--- config.mk ---
export PLATFORM = sky130hd
export DESIGN_NAME = mdu_seq_ctrl
export DESIGN_NICKNAME = d
export VERILOG_FILES = /design/src/rtl/mips_pkg.sv /design/src/rtl/mdu_sign_fix.sv /design/src/rtl/mdu_seq_ctrl.sv
export SDC_FILE = /design/constraint.sdc
export NUM_CORES = 1
export LEC_CHECK = 0
export ABC_AREA = 1
export BUFFER_PORTS_ARGS = -buffer_cell sky130_fd_sc_hd__buf_2
export CORE_UTILIZATION = 31
export DETAILED_ROUTE_END_ITERATION = 16
export GPL_ROUTABILITY_DRIVEN = 0
export PLACE_DENSITY = 0.59
export SLEW_MARGIN = 30
export SYNTH_ARGS = -nofsm -noshare
export SYNTH_HDL_FRONTEND = slang
export SYNTH_SLANG_ARGS = --single-unit
--- constraint.sdc ---
create_clock -name clk -period 11.8 [get_ports clk]
set_clock_uncertainty 0.15 [all_clocks]
set_input_delay 2.36 -clock clk [delete_from_list [all_inputs] [get_ports clk]]
set_output_delay 2.36 -clock clk [all_outputs]
set_load 0.05 [all_outputs]
--- src/rtl/mips_pkg.sv ---
// rtl/mips_pkg.sv - shared ALU opcodes, MDU op encodings and MDU sequencer state encoding
//
// Purpose : common constants and types for the execute stage and the
//           multiply/divide sequencer that borrows the shared ALU.
// Contents: ALU opcode constants, MDU op enum and decode helpers,
//           3-bit MDU sequencer state enum.
package mips_pkg;

  // Shared ALU opcodes
  localparam logic [3:0] ALU_AND = 4'b0000;
  localparam logic [3:0] ALU_OR  = 4'b0001;
  localparam logic [3:0] ALU_ADD = 4'b0010;
  localparam logic [3:0] ALU_SUB = 4'b0110;
  localparam logic [3:0] ALU_SLT = 4'b0111;
  localparam logic [3:0] ALU_NOR = 4'b1100;

  // Multiply/divide operations: bit 1 selects divide, bit 0 selects signed
  typedef enum logic [1:0] {
    MDU_MULTU = 2'b00,
    MDU_MULT  = 2'b01,
    MDU_DIVU  = 2'b10,
    MDU_DIV   = 2'b11
  } mdu_op_e;

  typedef enum logic [2:0] {
    MDU_ST_IDLE = 3'd0,
    MDU_ST_PREP = 3'd1,
    MDU_ST_LOOP = 3'd2,
    MDU_ST_FIX  = 3'd3,
    MDU_ST_DONE = 3'd4
  } mdu_state_e;

  function automatic logic mdu_is_div(input logic [1:0] op);
    return op[1];
  endfunction

  function automatic logic mdu_is_signed(input logic [1:0] op);
    return op[0];
  endfunction

endpackage

--- src/rtl/mdu_sign_fix.sv ---
// rtl/mdu_sign_fix.sv - combinational magnitude and sign-restore helpers for the MDU
//
// Purpose : takes operand magnitudes before the iteration and restores
//           result signs afterwards. Purely combinational.
// Ports   : is_signed_i        - take magnitudes of a_i/b_i when set
//           a_i, b_i           - raw operands
//           abs_a_o, abs_b_o   - operand magnitudes (raw value when unsigned)
//           neg_q_i, neg_r_i   - negate quotient / remainder
//           q_i, r_i, q_o, r_o - quotient / remainder in and out
//           neg_p_i            - negate 64-bit product
//           p_i, p_o           - product in and out
module mdu_sign_fix #(
  parameter int W = 32
) (
  input  logic           is_signed_i,
  input  logic [W-1:0]   a_i,
  input  logic [W-1:0]   b_i,
  output logic [W-1:0]   abs_a_o,
  output logic [W-1:0]   abs_b_o,
  input  logic           neg_q_i,
  input  logic           neg_r_i,
  input  logic [W-1:0]   q_i,
  input  logic [W-1:0]   r_i,
  output logic [W-1:0]   q_o,
  output logic [W-1:0]   r_o,
  input  logic           neg_p_i,
  input  logic [2*W-1:0] p_i,
  output logic [2*W-1:0] p_o
);

  // The most negative value maps onto itself, which is still the correct
  // unsigned magnitude for the iteration.
  assign abs_a_o = (is_signed_i && a_i[W-1]) ? -a_i : a_i;
  assign abs_b_o = (is_signed_i && b_i[W-1]) ? -b_i : b_i;

  assign q_o = neg_q_i ? -q_i : q_i;
  assign r_o = neg_r_i ? -r_i : r_i;
  assign p_o = neg_p_i ? -p_i : p_i;

endmodule

--- src/rtl/mdu_seq_ctrl.sv ---
// rtl/mdu_seq_ctrl.sv - multi-cycle MULT/MULTU/DIV/DIVU sequencer driving the shared ALU
//
// Purpose : shift-add multiply and restoring divide, one iteration per
//           clock, using the execute-stage ALU for the add/subtract.
//           The ALU operand mux in the datapath selects on busy.
// Ports   : clk, reset          - clock, async active-high reset
//           start, op, a, b     - request pulse, operation, rs, rt
//           busy, done          - pipeline stall, one-cycle completion pulse
//           hi, lo              - result registers
//           alu_a/alu_b/alu_op  - shared ALU operands and opcode
//           alu_result          - shared ALU combinational result
module mdu_seq_ctrl
  import mips_pkg::*;
#(
  parameter int                 WIDTH   = 32,
  parameter logic [WIDTH-1:0]   DIV0_LO = 32'hFFFF_FFFF
) (
  input  logic             clk,
  input  logic             reset,
  input  logic             start,
  input  logic [1:0]       op,
  input  logic [WIDTH-1:0] a,
  input  logic [WIDTH-1:0] b,
  output logic             busy,
  output logic             done,
  output logic [WIDTH-1:0] hi,
  output logic [WIDTH-1:0] lo,
  output logic [WIDTH-1:0] alu_a,
  output logic [WIDTH-1:0] alu_b,
  output logic [3:0]       alu_op,
  input  logic [WIDTH-1:0] alu_result
);

  localparam int               CNT_W    = $clog2(WIDTH);
  localparam logic [CNT_W-1:0] CNT_LAST = CNT_W'(WIDTH - 1);

  mdu_state_e       state_q, state_d;
  logic [1:0]       op_q, op_d;
  logic [WIDTH-1:0] opa_q, opa_d;
  logic [WIDTH-1:0] opb_q, opb_d;
  logic             sq_q, sq_d;
  logic             sr_q, sr_d;
  // acc_hi: P_hi (multiply) or R (divide); acc_lo: P_lo or Q; m: M or D
  logic [WIDTH-1:0] acc_hi_q, acc_hi_d;
  logic [WIDTH-1:0] acc_lo_q, acc_lo_d;
  logic [WIDTH-1:0] m_q, m_d;
  logic [CNT_W-1:0] count_q, count_d;
  logic [WIDTH-1:0] hi_q, hi_d;
  logic [WIDTH-1:0] lo_q, lo_d;

  logic             is_div;
  logic             div_by_zero;
  logic [WIDTH-1:0] div_sh;
  logic             div_ge;
  logic             mul_carry;
  logic [WIDTH-1:0] abs_a, abs_b;
  logic [WIDTH-1:0] q_fix, r_fix;
  logic [2*WIDTH-1:0] p_fix;

  assign is_div      = mdu_is_div(op_q);
  assign div_by_zero = is_div && (opb_q == '0);
  assign div_sh      = {acc_hi_q[WIDTH-2:0], acc_lo_q[WIDTH-1]};
  // R[31] set means the shifted remainder exceeds 32 bits and is certainly >= D
  assign div_ge      = acc_hi_q[WIDTH-1] | (div_sh >= m_q);
  // The ALU has no carry output; an unsigned wrap on ADD shows as result < P_hi
  assign mul_carry   = (alu_result < acc_hi_q);

  mdu_sign_fix #(.W(WIDTH)) u_sign_fix (
    .is_signed_i (mdu_is_signed(op_q)),
    .a_i         (opa_q),
    .b_i         (opb_q),
    .abs_a_o     (abs_a),
    .abs_b_o     (abs_b),
    .neg_q_i     (sq_q),
    .neg_r_i     (sr_q),
    .q_i         (acc_lo_q),
    .r_i         (acc_hi_q),
    .q_o         (q_fix),
    .r_o         (r_fix),
    .neg_p_i     (sq_q),
    .p_i         ({acc_hi_q, acc_lo_q}),
    .p_o         (p_fix)
  );

  // State and datapath registers
  always_ff @(posedge clk or posedge reset) begin
    if (reset) begin
      state_q  <= MDU_ST_IDLE;
      op_q     <= '0;
      opa_q    <= '0;
      opb_q    <= '0;
      sq_q     <= 1'b0;
      sr_q     <= 1'b0;
      acc_hi_q <= '0;
      acc_lo_q <= '0;
      m_q      <= '0;
      count_q  <= '0;
      hi_q     <= '0;
      lo_q     <= '0;
    end else begin
      state_q  <= state_d;
      op_q     <= op_d;
      opa_q    <= opa_d;
      opb_q    <= opb_d;
      sq_q     <= sq_d;
      sr_q     <= sr_d;
      acc_hi_q <= acc_hi_d;
      acc_lo_q <= acc_lo_d;
      m_q      <= m_d;
      count_q  <= count_d;
      hi_q     <= hi_d;
      lo_q     <= lo_d;
    end
  end

  // Next state
  always_comb begin
    state_d = state_q;
    case (state_q)
      MDU_ST_IDLE: if (start) state_d = MDU_ST_PREP;
      MDU_ST_PREP: state_d = div_by_zero ? MDU_ST_DONE : MDU_ST_LOOP;
      MDU_ST_LOOP: if (count_q == CNT_LAST) state_d = MDU_ST_FIX;
      MDU_ST_FIX:  state_d = MDU_ST_DONE;
      MDU_ST_DONE: state_d = MDU_ST_IDLE;
      default:     state_d = MDU_ST_IDLE;
    endcase
  end

  // Datapath next values
  always_comb begin
    op_d     = op_q;
    opa_d    = opa_q;
    opb_d    = opb_q;
    sq_d     = sq_q;
    sr_d     = sr_q;
    acc_hi_d = acc_hi_q;
    acc_lo_d = acc_lo_q;
    m_d      = m_q;
    count_d  = count_q;
    hi_d     = hi_q;
    lo_d     = lo_q;
    case (state_q)
      MDU_ST_IDLE: begin
        if (start) begin
          op_d  = op;
          opa_d = a;
          opb_d = b;
        end
      end
      MDU_ST_PREP: begin
        sq_d    = mdu_is_signed(op_q) & (opa_q[WIDTH-1] ^ opb_q[WIDTH-1]);
        sr_d    = mdu_is_signed(op_q) & opa_q[WIDTH-1];
        count_d = '0;
        if (div_by_zero) begin
          hi_d = opa_q;
          lo_d = DIV0_LO;
        end else if (is_div) begin
          acc_hi_d = '0;
          acc_lo_d = abs_a;
          m_d      = abs_b;
        end else begin
          acc_hi_d = '0;
          acc_lo_d = abs_b;
          m_d      = abs_a;
        end
      end
      MDU_ST_LOOP: begin
        count_d = count_q + 1'b1;
        if (is_div) begin
          acc_hi_d = div_ge ? alu_result : div_sh;
          acc_lo_d = {acc_lo_q[WIDTH-2:0], div_ge};
        end else begin
          {acc_hi_d, acc_lo_d} = {mul_carry, alu_result, acc_lo_q[WIDTH-1:1]};
        end
      end
      MDU_ST_FIX: begin
        if (is_div) begin
          hi_d = r_fix;
          lo_d = q_fix;
        end else begin
          {hi_d, lo_d} = p_fix;
        end
      end
      default: ;
    endcase
  end

  // Outputs; the ALU sees neutral operands whenever it is not iterating
  always_comb begin
    busy   = (state_q != MDU_ST_IDLE);
    done   = (state_q == MDU_ST_DONE);
    alu_a  = '0;
    alu_b  = '0;
    alu_op = ALU_ADD;
    if (state_q == MDU_ST_LOOP) begin
      if (is_div) begin
        alu_a  = div_sh;
        alu_b  = m_q;
        alu_op = ALU_SUB;
      end else begin
        alu_a  = acc_hi_q;
        alu_b  = acc_lo_q[0] ? m_q : '0;
      end
    end
  end

  assign hi = hi_q;
  assign lo = lo_q;

endmodule
### Word-level counts from Yosys, hierarchy flattened

Index checks and enable logic that the tools add are counted.

| storage, ports and cells | value |
|---|---|
| register bits after elaboration | 236 |
| memories kept | 0 |
| logic and storage cells | 79 |
| output and inout bits | 134 |
| latch bits | 0 |
| input bits | 101 |
| memory bits (writable) | 0 |
| bits in read-only memories | 0 |

| cells by class | value |
|---|---|
| shifts and indexed selects | 0 |
| reduce and logical (&&, ||, !) cells | 13 |
| add/subtract/negate cells | 6 |
| magnitude comparators | 2 |
| bitwise gates (word level) | 5 |
| mux-type cells | 32 |
| eq/ne operators | 9 |
| div/mod/pow operators | 0 |
| $mul | 0 |

Operators with widths:

| operator | count |
|---|---|
| $mux 32 | 20 |
| $pmux 32 s2 | 4 |
| $neg 32->32 | 4 |
| $mux 64 | 1 |
| $neg 64->64 | 1 |
| $ge 32x32->1 | 1 |
| $logic_not 32->1 | 1 |
| $lt 32x32->1 | 1 |
| $mux 3 | 5 |
| $pmux 3 s4 | 1 |
| $pmux 5 s2 | 1 |
| $reduce_and 2->1 | 5 |
| $ne 2x2->1 const B | 4 |
| $eq 3x2->1 const B | 2 |
| $add 5x1->5 const B | 1 |
| $eq 5x5->1 const B | 1 |
| $reduce_bool 2->1 | 2 |
| $eq 3x1->1 const B | 1 |
| $eq 3x3->1 const B | 1 |
| $logic_and 1x1->1 | 3 |
| $logic_not 3->1 | 1 |
| $reduce_bool 3->1 | 1 |
| $and 1x1->1 | 2 |
| $not 1->1 | 1 |
| 2 further kinds | 2 |

### Logic depth before layout (Yosys ltp)

Gate-level depths: netlist of run 1.

| logic depth | value |
|---|---|
| depth in word-level cells | 5 |
| gate-level depth with buffers | 18 |

### Hierarchy

From an unflattened synthesis of run 1, not the netlist that was laid out.

| second synthesis, totals | value |
|---|---|
| cell total of the unflattened synthesis | 3045 |
| area, all modules | 20413.3 um^2 |

Modules (own cells, without submodules):

| module | area an instance (um^2) | instances | sequential area each (um^2) | cells each |
|---|---|---|---|---|
| mdu_seq_ctrl | 14311.2 | 1 | 5905.7 | 1781 |
| mdu_sign_fix | 6102.1 | 1 | 0.0 | 1264 |

### Worst setup path before layout of run 1

OpenSTA, ideal clock, no wires.

| timing | value |
|---|---|
| path kind | register -> output |
| start | register op_q[1] |
| end | output port alu_a[1] |
| slack | 6.946 ns |
| arrival time | 2.344 ns |
| stages on the path, launching flop included | 7 |
| path buffers | 4 |
| path through | dfrtp_1 > buf_2 > inv_1 > buf_2 > buf_2 > clkbuf_1 > a211oi_1 |

| between the ends | value |
|---|---|
| word-level cells in the longest chain between the ends | 2 |

Ends and longest elaborated chain:

| element | RTL line | text |
|---|---|---|
| from (decl) | mdu_seq_ctrl.sv:38 | `logic [1:0] op_q, op_d;` |
| from (signal assigned) | mdu_seq_ctrl.sv:102 | `op_q <= op_d;` |
| $mux 32 | mdu_seq_ctrl.sv:196 | `if (is_div) begin` |
| $mux 32 | mdu_seq_ctrl.sv:195 | `if (state_q == MDU_ST_LOOP) begin` |
| to (decl) | mdu_seq_ctrl.sv:28 | `output logic [WIDTH-1:0] alu_a,` |

Every way passes these cells.

### Final worst setup path of run 1

Ends and elaborated chain as after synthesis.

==> results.sh, run 1 <==
export IMPL_cp_top_family="buffers and inverters"
export IMPL_grt_max_degree=138
export IMPL_synthArstFlopShare_pct=100
export IMPL_synth_cells=2670
export IMPL_clk_path_buf_depth=3
export IMPL_grt_use_met2_pct=41.4
export IMPL_ctsHoldBuffers=0
export IMPL_rsz0062_at_grt="false"
export IMPL_wire_per_inst_um=21.2
export IMPL_fin_tns_setup_ns=0
export IMPL_die_w_um=241
export IMPL_core_area_um2=56400
export IMPL_grt_first_pass_wirelength_mm=112
export IMPL_grt_total_usage_pct=25.9
export IMPL_postCtsResizedCells=0
export IMPL_start_kind="flop"
export IMPL_leakagePower_uw=0.00958
export IMPL_h_tree_depth=1
export IMPL_ys_seq_area_share_pct=33.4
export IMPL_p_per_area_nw_per_um2=349
export IMPL_cts_tree="done"
export IMPL_clockPowerShare_pct=13.9
export IMPL_drtAntennaViolNets=0
export IMPL_synth_ff_type="dfrtp_1"
export IMPL_hold_viol=0
export IMPL_numCtsBuffers=29
export IMPL_ys_warn_count=0
export IMPL_busiest_layer="met2"
export IMPL_cp_end_kind="output pin"
export IMPL_cpPeakStageDelay_ns=0.71
export IMPL_worst_slew_pin_slew_ns=0.977
export IMPL_slew_headroom_pct=34.8
export IMPL_crit_required_ns=9.29
export IMPL_fin_crit_sh_pct=50.0
export IMPL_ioPinCount=235
export IMPL_p_int_uw=2940
export IMPL_vias=19300
export IMPL_wl_mm=75.9
export IMPL_cts_setup_buffers=0
export IMPL_slew_violations=0
export IMPL_drtIter0Drc=2245
export IMPL_ys_ff_latch=236
export IMPL_crit_slowest_cell="buf_4"
export IMPL_final_common_cell="nand2_1"
export IMPL_switching_share_pct=58.6
export IMPL_hold_class="reg -> reg"
export IMPL_synth_distinct_cells=48
export IMPL_critPathKind="reg -> out"
export IMPL_setup_viol=0
export IMPL_synth_edf_count=0
export IMPL_grt_pass1_vias=17800
export IMPL_path_cells="inv_2 -> buf_4 -> nor2_1 -> a211oi_1 -> buf_2"
export IMPL_numClockSinks=236
export IMPL_clkTransAtPathRegs_ns=0.06
export IMPL_antenna_cells=0
export IMPL_most_common_layout_cells="nand2_1 (629), nor2_1 (375), nand3_1 (319)"
export IMPL_crit_fanout=74
export IMPL_crit_arrival_ns=3.39
export IMPL_antenna_found_initial=1
export IMPL_cap_violations=0
export IMPL_min_period_ns=5.90
export IMPL_cts_root_buffer="clkbuf_16"
export IMPL_outcome="complete, no violations"
export IMPL_firstDrtPassIters=6
export IMPL_fp_row_count=87
export IMPL_area_growth_pct=15.1
export IMPL_p_seq_share_pct=23.9
export IMPL_max_clock_freq_ghz=0.169
export IMPL_grt_use_met1_pct=34.5
export IMPL_layout_drive_gt1_share_pct=13.4
export IMPL_worst_slack_ns=5.90
export IMPL_drcViolationCount=0
export IMPL_initial_core_util_pct=31.4
export IMPL_post_place_ws_ns=6.58
export IMPL_cp_num_buf_inv=3
export IMPL_port_buffers=231
export IMPL_p_sw_uw=4160
export IMPL_rrSetupSlack_ns=7.92
export IMPL_syn_cell_area_um2=17700
export IMPL_gr_usage_met3_pct=3.87
export IMPL_clock_latency_ns=0.59
export IMPL_overflow=0
export IMPL_avgSynthCellArea_um2=6.62
export IMPL_viasPerCell=5.39
export IMPL_hpwl_mm=58.2
export IMPL_combPwrFrac_pct=62.2
export IMPL_irDropWorstVdd_mv=0.141
export IMPL_nets=2977
export IMPL_die_area_um2=58000
export IMPL_dieHeight_um=241
==> per-layer routing <==
layer  part of all wire, %  wire length [um]
met3                   8.4              6380
met5                 0.017                13
met4                   4.8              3640
met1                    41             31000
met2                    46             34800
==> cells in the mapped netlist, types with 14 or more instances <==
library cell	n	area [um2]
o211ai_1	16	120
nor2_2	22	138
o22ai_1	15	93.8
a21oi_1	153	766
clkbuf_1	71	267
ha_1	69	863
a211oi_1	34	255
o21a_1	15	113
nor2_1	377	1420
dfrtp_1	236	5910
o21ai_1	46	230
nand2_1	630	2360
xor2_1	44	385
nand4_1	30	188
nor3_1	53	265
o21ai_0	156	781
buf_2	43	215
buf_1	14	52.6
inv_1	212	796
nand3_1	320	1600
==> final cells by class <==
| cell class | count | area (um2) |
|---|---|---|
| timing repair buffer | 249 | 1290 |
| clock inverter | 16 | 223 |
| multi-input combinational | 2064 | 10300 |
| inverter | 227 | 866 |
| clock buffer | 38 | 820 |
| sequential | 236 | 5910 |
| fill | 6269 | 36000 |
| tap | 756 | 946 |
==> worst register-to-register path: stages (launching register included) <==
cell and delay [ns]:
dfrtp_1 0.35, inv_1 0.18, ha_1 0.24, nand3_1 0.16
nor2_2 0.18, nand2_1 0.10, nor2_4 0.23, nand3_4 0.28
nand2_2 0.13, buf_4 0.44, clkinv_2 0.82, o21ai_1 0.49
==> sequential cells by signal, indices dropped and copies added (netlist names) <==
signal / flops
acc_lo_q: 32
op_q: 2
lo: 32
acc_hi_q: 32
opb_q: 32
hi: 32
sr_q: 1
state_q: 3
opa_q: 32
sq_q: 1
m_q: 32
count_q: 5
==> power by group through the flow <==
stage / Combinational (uW) / Sequential [uW] / Clock, uW
floorplan: 2820 / 1840 / 0
global placement: 4300 / 1680 / 0
detailed placement: 4330 / 1690 / 0
CTS: 4340 / 1680 / 993
global route: 4800 / 1730 / 1030
finish: 4410 / 1700 / 985
==> cells by family after synthesis <==
family	share of synthesized area (%)
fa+ha+maj	4.88
other cells	0.0425
simple gates	35.4
mux	0.127
buf+inv	8.61
compound gates	15.4
xor+xnor	2.18
flops	33.4
==> stage by stage <==
stage	utilization, %	instances	instance area (um2)	hold WS (ns)	total power, uW
6_report	36.1	3586	20400	0.324	7100
4_1_cts	36.1	3586	20400	0.327	7010
3_3_place_gp	34.2	3532	19300	0.310	5990
5_1_grt	36.1	3586	20400	0.342	7560
2_1_floorplan	-	2671	17700	0.303	4660
3_5_place_dp	34.2	3532	19300	0.311	6020
==> path summary, 6_finish.rpt <==
kind                                from     endpoint  depth (start not counted)
min in group asynchronous          reset       m_q[9]                          2
worst max-delay path             op_q[1]     alu_a[1]                          5
max in group asynchronous          reset       lo[19]                          4
worst min register to register    hi[11]       hi[11]                          2
worst min-delay path              hi[11]       hi[11]                          2
worst max register to register  opb_q[0]  acc_hi_q[7]                         11
Note: power is estimated with default switching activity, not from simulation.
==> run 2: changes to the inputs <==
--- a/config.mk
+++ b/config.mk
@@ -5,12 +5,12 @@
 export SDC_FILE = /design/constraint.sdc
 export NUM_CORES = 1
 export LEC_CHECK = 0
-export ABC_AREA = 1
+export ABC_AREA = 0
 export BUFFER_PORTS_ARGS = -buffer_cell sky130_fd_sc_hd__buf_2
 export CORE_UTILIZATION = 31
 export DETAILED_ROUTE_END_ITERATION = 16
 export GPL_ROUTABILITY_DRIVEN = 0
-export PLACE_DENSITY = 0.59
+export PLACE_DENSITY = 0.61
 export SLEW_MARGIN = 30
 export SYNTH_ARGS = -nofsm -noshare
 export SYNTH_HDL_FRONTEND = slang
==> constraint.sdc (replaced) <==
create_clock -name clk -period 5.1 [get_ports clk]
set_clock_uncertainty 0.15 [all_clocks]
set_input_delay 1.02 -clock clk [delete_from_list [all_inputs] [get_ports clk]]
set_output_delay 1.02 -clock clk [all_outputs]
set_load 0.05 [all_outputs]
==> run 2 against run 1 <==
Effect of this change: sequential cell count stayed put; hold slack better by 0.0061 ns; cell area is 4.5% lower.
==> results.sh, run 2 <==
export IMPL_ctsHoldBuffers=0
export IMPL_grt_pass1_vias=15800
export IMPL_firstDrtPassIters=8
export IMPL_cp_top_family="simple AND/OR/NAND/NOR gates"
export IMPL_critPathKind="reg -> out"
export IMPL_slew_violations=0
export IMPL_area_growth_pct=15.0
export IMPL_hp_start="m_q[2]"
export IMPL_overflow=0
export IMPL_synthArstFlopShare_pct=100
export IMPL_setup_viol=0
export IMPL_utilization_pct=36.1
export IMPL_layout_drive_gt1_share_pct=19.9
export IMPL_crit_fanout=54
export IMPL_wire_per_inst_um=24.8
export IMPL_drcViolationCount=0
export IMPL_critPathCapture="alu_b[19]"
export IMPL_synth_area_leaders="dfrtp_1 (35%), o21ai_0 (5.9%), ha_1 (5.1%)"
export IMPL_synth_cells=1954
export IMPL_path_cells="nand2_4 -> buf_4 -> nor3_1 -> buf_2"
export IMPL_crit_arrival_ns=2.74
export IMPL_reg2reg_to="hi[23]"
export IMPL_dieHeight_um=236
export IMPL_port_buffers=231
export IMPL_crit_required_ns=3.93
export IMPL_synth_top_cell_by_area="dfrtp_1"
export IMPL_synth_common_cells="dfrtp_1 (236), o21ai_0 (198), clkbuf_1 (134)"
export IMPL_ys_seq_area_share_pct=34.9
export IMPL_fin_tns_setup_ns=0
export IMPL_cp_num_buf_inv=2
export IMPL_start_kind="flop"
export IMPL_hold_viol=0
export IMPL_cpPeakStageDelay_ns=0.65
export IMPL_fp_row_count=85
export IMPL_slew_headroom_pct=36.1
export IMPL_timing_rr_start="opb_q[8]"
export IMPL_die_w_um=236
export IMPL_leakagePower_uw=0.00803
export IMPL_drtIter0Drc=2370
export IMPL_grt_first_pass_wirelength_mm=102
export IMPL_cts_root_buffer="clkbuf_16"
export IMPL_vias=16900
export IMPL_hold_class="reg -> reg"
export IMPL_min_period_ns=3.91
export IMPL_wl_mm=69.0
export IMPL_n_fill_cell=5554
export IMPL_startpoint="state_q[1]"
export IMPL_worst_slew_pin_slew_ns=0.959
export IMPL_avgSynthCellArea_um2=8.65
export IMPL_ioPinCount=235
export IMPL_syn_cell_area_um2=16900
export IMPL_synth_ff_type="dfrtp_1"
export IMPL_most_common_layout_cells="dfrtp_1 (234), buf_2 (231), o21ai_0 (198)"
export IMPL_ys_ff_latch=236
export IMPL_numClockSinks=236
export IMPL_grt_max_degree=82
export IMPL_cts_tree="done"
export IMPL_antenna_found_initial=3
export IMPL_placed_cells=2728
export IMPL_nets=2233
export IMPL_synth_edf_count=0
export IMPL_max_clock_freq_ghz=0.256
export IMPL_final_common_cell="dfrtp_1"
export IMPL_yosys_cell_count_top_type="dfrtp_1"
export IMPL_rsz0062_at_grt="false"
export IMPL_die_area_um2=55500
export IMPL_cts_setup_buffers=0
export IMPL_fin_crit_sh_pct=76.7
export IMPL_rrSetupSlack_ns=1.45
export IMPL_numCtsBuffers=29
export IMPL_r2r_cells=7
export IMPL_total_power_uw=15300
export IMPL_clock_latency_ns=0.58
export IMPL_fin_cells=2782
export IMPL_postCtsResizedCells=0
export IMPL_irDropWorstVdd_mv=0.349
export IMPL_p_per_area_nw_per_um2=787
export IMPL_grt_total_usage_pct=24.2
export IMPL_clkTransAtPathRegs_ns=0.06
export IMPL_hpwl_mm=52.4
export IMPL_path_depth=4
export IMPL_crit_slowest_cell="dfrtp_1"
export IMPL_outcome="complete, no violations"
export IMPL_cp_end_kind="output pin"
export IMPL_ys_warn_count=0
export IMPL_yosys_area_top_type_share_pct=34.9
export IMPL_cap_violations=0
export IMPL_viasPerCell=6.07
export IMPL_synth_distinct_cells=86
export IMPL_core_area_um2=53800
export IMPL_clk_path_buf_depth=3
export IMPL_initial_core_util_pct=31.4
export IMPL_h_tree_depth=1
export IMPL_drtAntennaViolNets=0
==> run 2: area by class of cell <==
type | instances | area, um2 | share of cell area [%]
Inverter | 80 | 304 | 1.56
Multi-Input combinational cell | 1458 | 10000 | 51.5
Sequential cell | 236 | 5910 | 30.4
Antenna cell | 1 | 2.50 | 0.0129
Timing Repair Buffer | 258 | 1380 | 7.12
Clock buffer | 43 | 858 | 4.42
Clock inverter | 10 | 87.6 | 0.451
Tap cell | 696 | 871 | 4.48
==> run 2: power breakdown <==
part	switching [uW]	internal [uW]	leakage [uW]
sequential	1820	2760	0.00286
combinational	5790	2860	0.00470
clock	863	1210	0.000464
total	8470	6830	0.00803
==> run 2: worst min-delay path by stage <==
stage / end / slack [ns] / cells past startpoint
global route: m_q[2] / 0.34 / 2
floorplan: m_q[11] / 0.30 / 1
detailed placement: m_q[2] / 0.32 / 2
finish: m_q[2] / 0.33 / 2
global placement: m_q[2] / 0.31 / 2
CTS: m_q[2] / 0.33 / 2
==> run 2: tightest hold or removal path: cells and delay by family, from the launching register on <==
kind	cells	cell delay [ns]
flops	1	0.34
compound gates	1	0.06
simple gates	1	0.05
==> run 2: cell families after synthesis <==
group                    after synthesis  share of synthesized area [%]
AO/OA/AOI/OAI                        572                           22.4
XOR/XNOR                              94                           4.87
adder cells (fa/ha/maj)               69                           5.11
buffers and inverters                261                           6.17
flip-flops                           236                           34.9
multiplexers                         128                           8.03
other                                  2                         0.0444
AND/OR/NAND/NOR                      592                           18.4
==> run 2: metal layers <==
layer | track usage, % | up-vias | routed length, um
met3 | 4.92 | 209 | 6760
met1 | 32.1 | 8222 | 27600
met2 | 38.3 | 975 | 31400
li1 | - | 7489 | -
met4 | 9.84 | 2 | 3180
met5 | 0 | - | 13
==> run 2: per-stage QoR <==
stage	worst slack, ns	cell area [um2]	hold WS, ns
finish	1.19	19400	0.330
global route	1.07	19400	0.343
global placement	1.67	18500	0.314
floorplan	0.838	16900	0.300
CTS	1.21	19400	0.333
detailed placement	1.56	18500	0.319
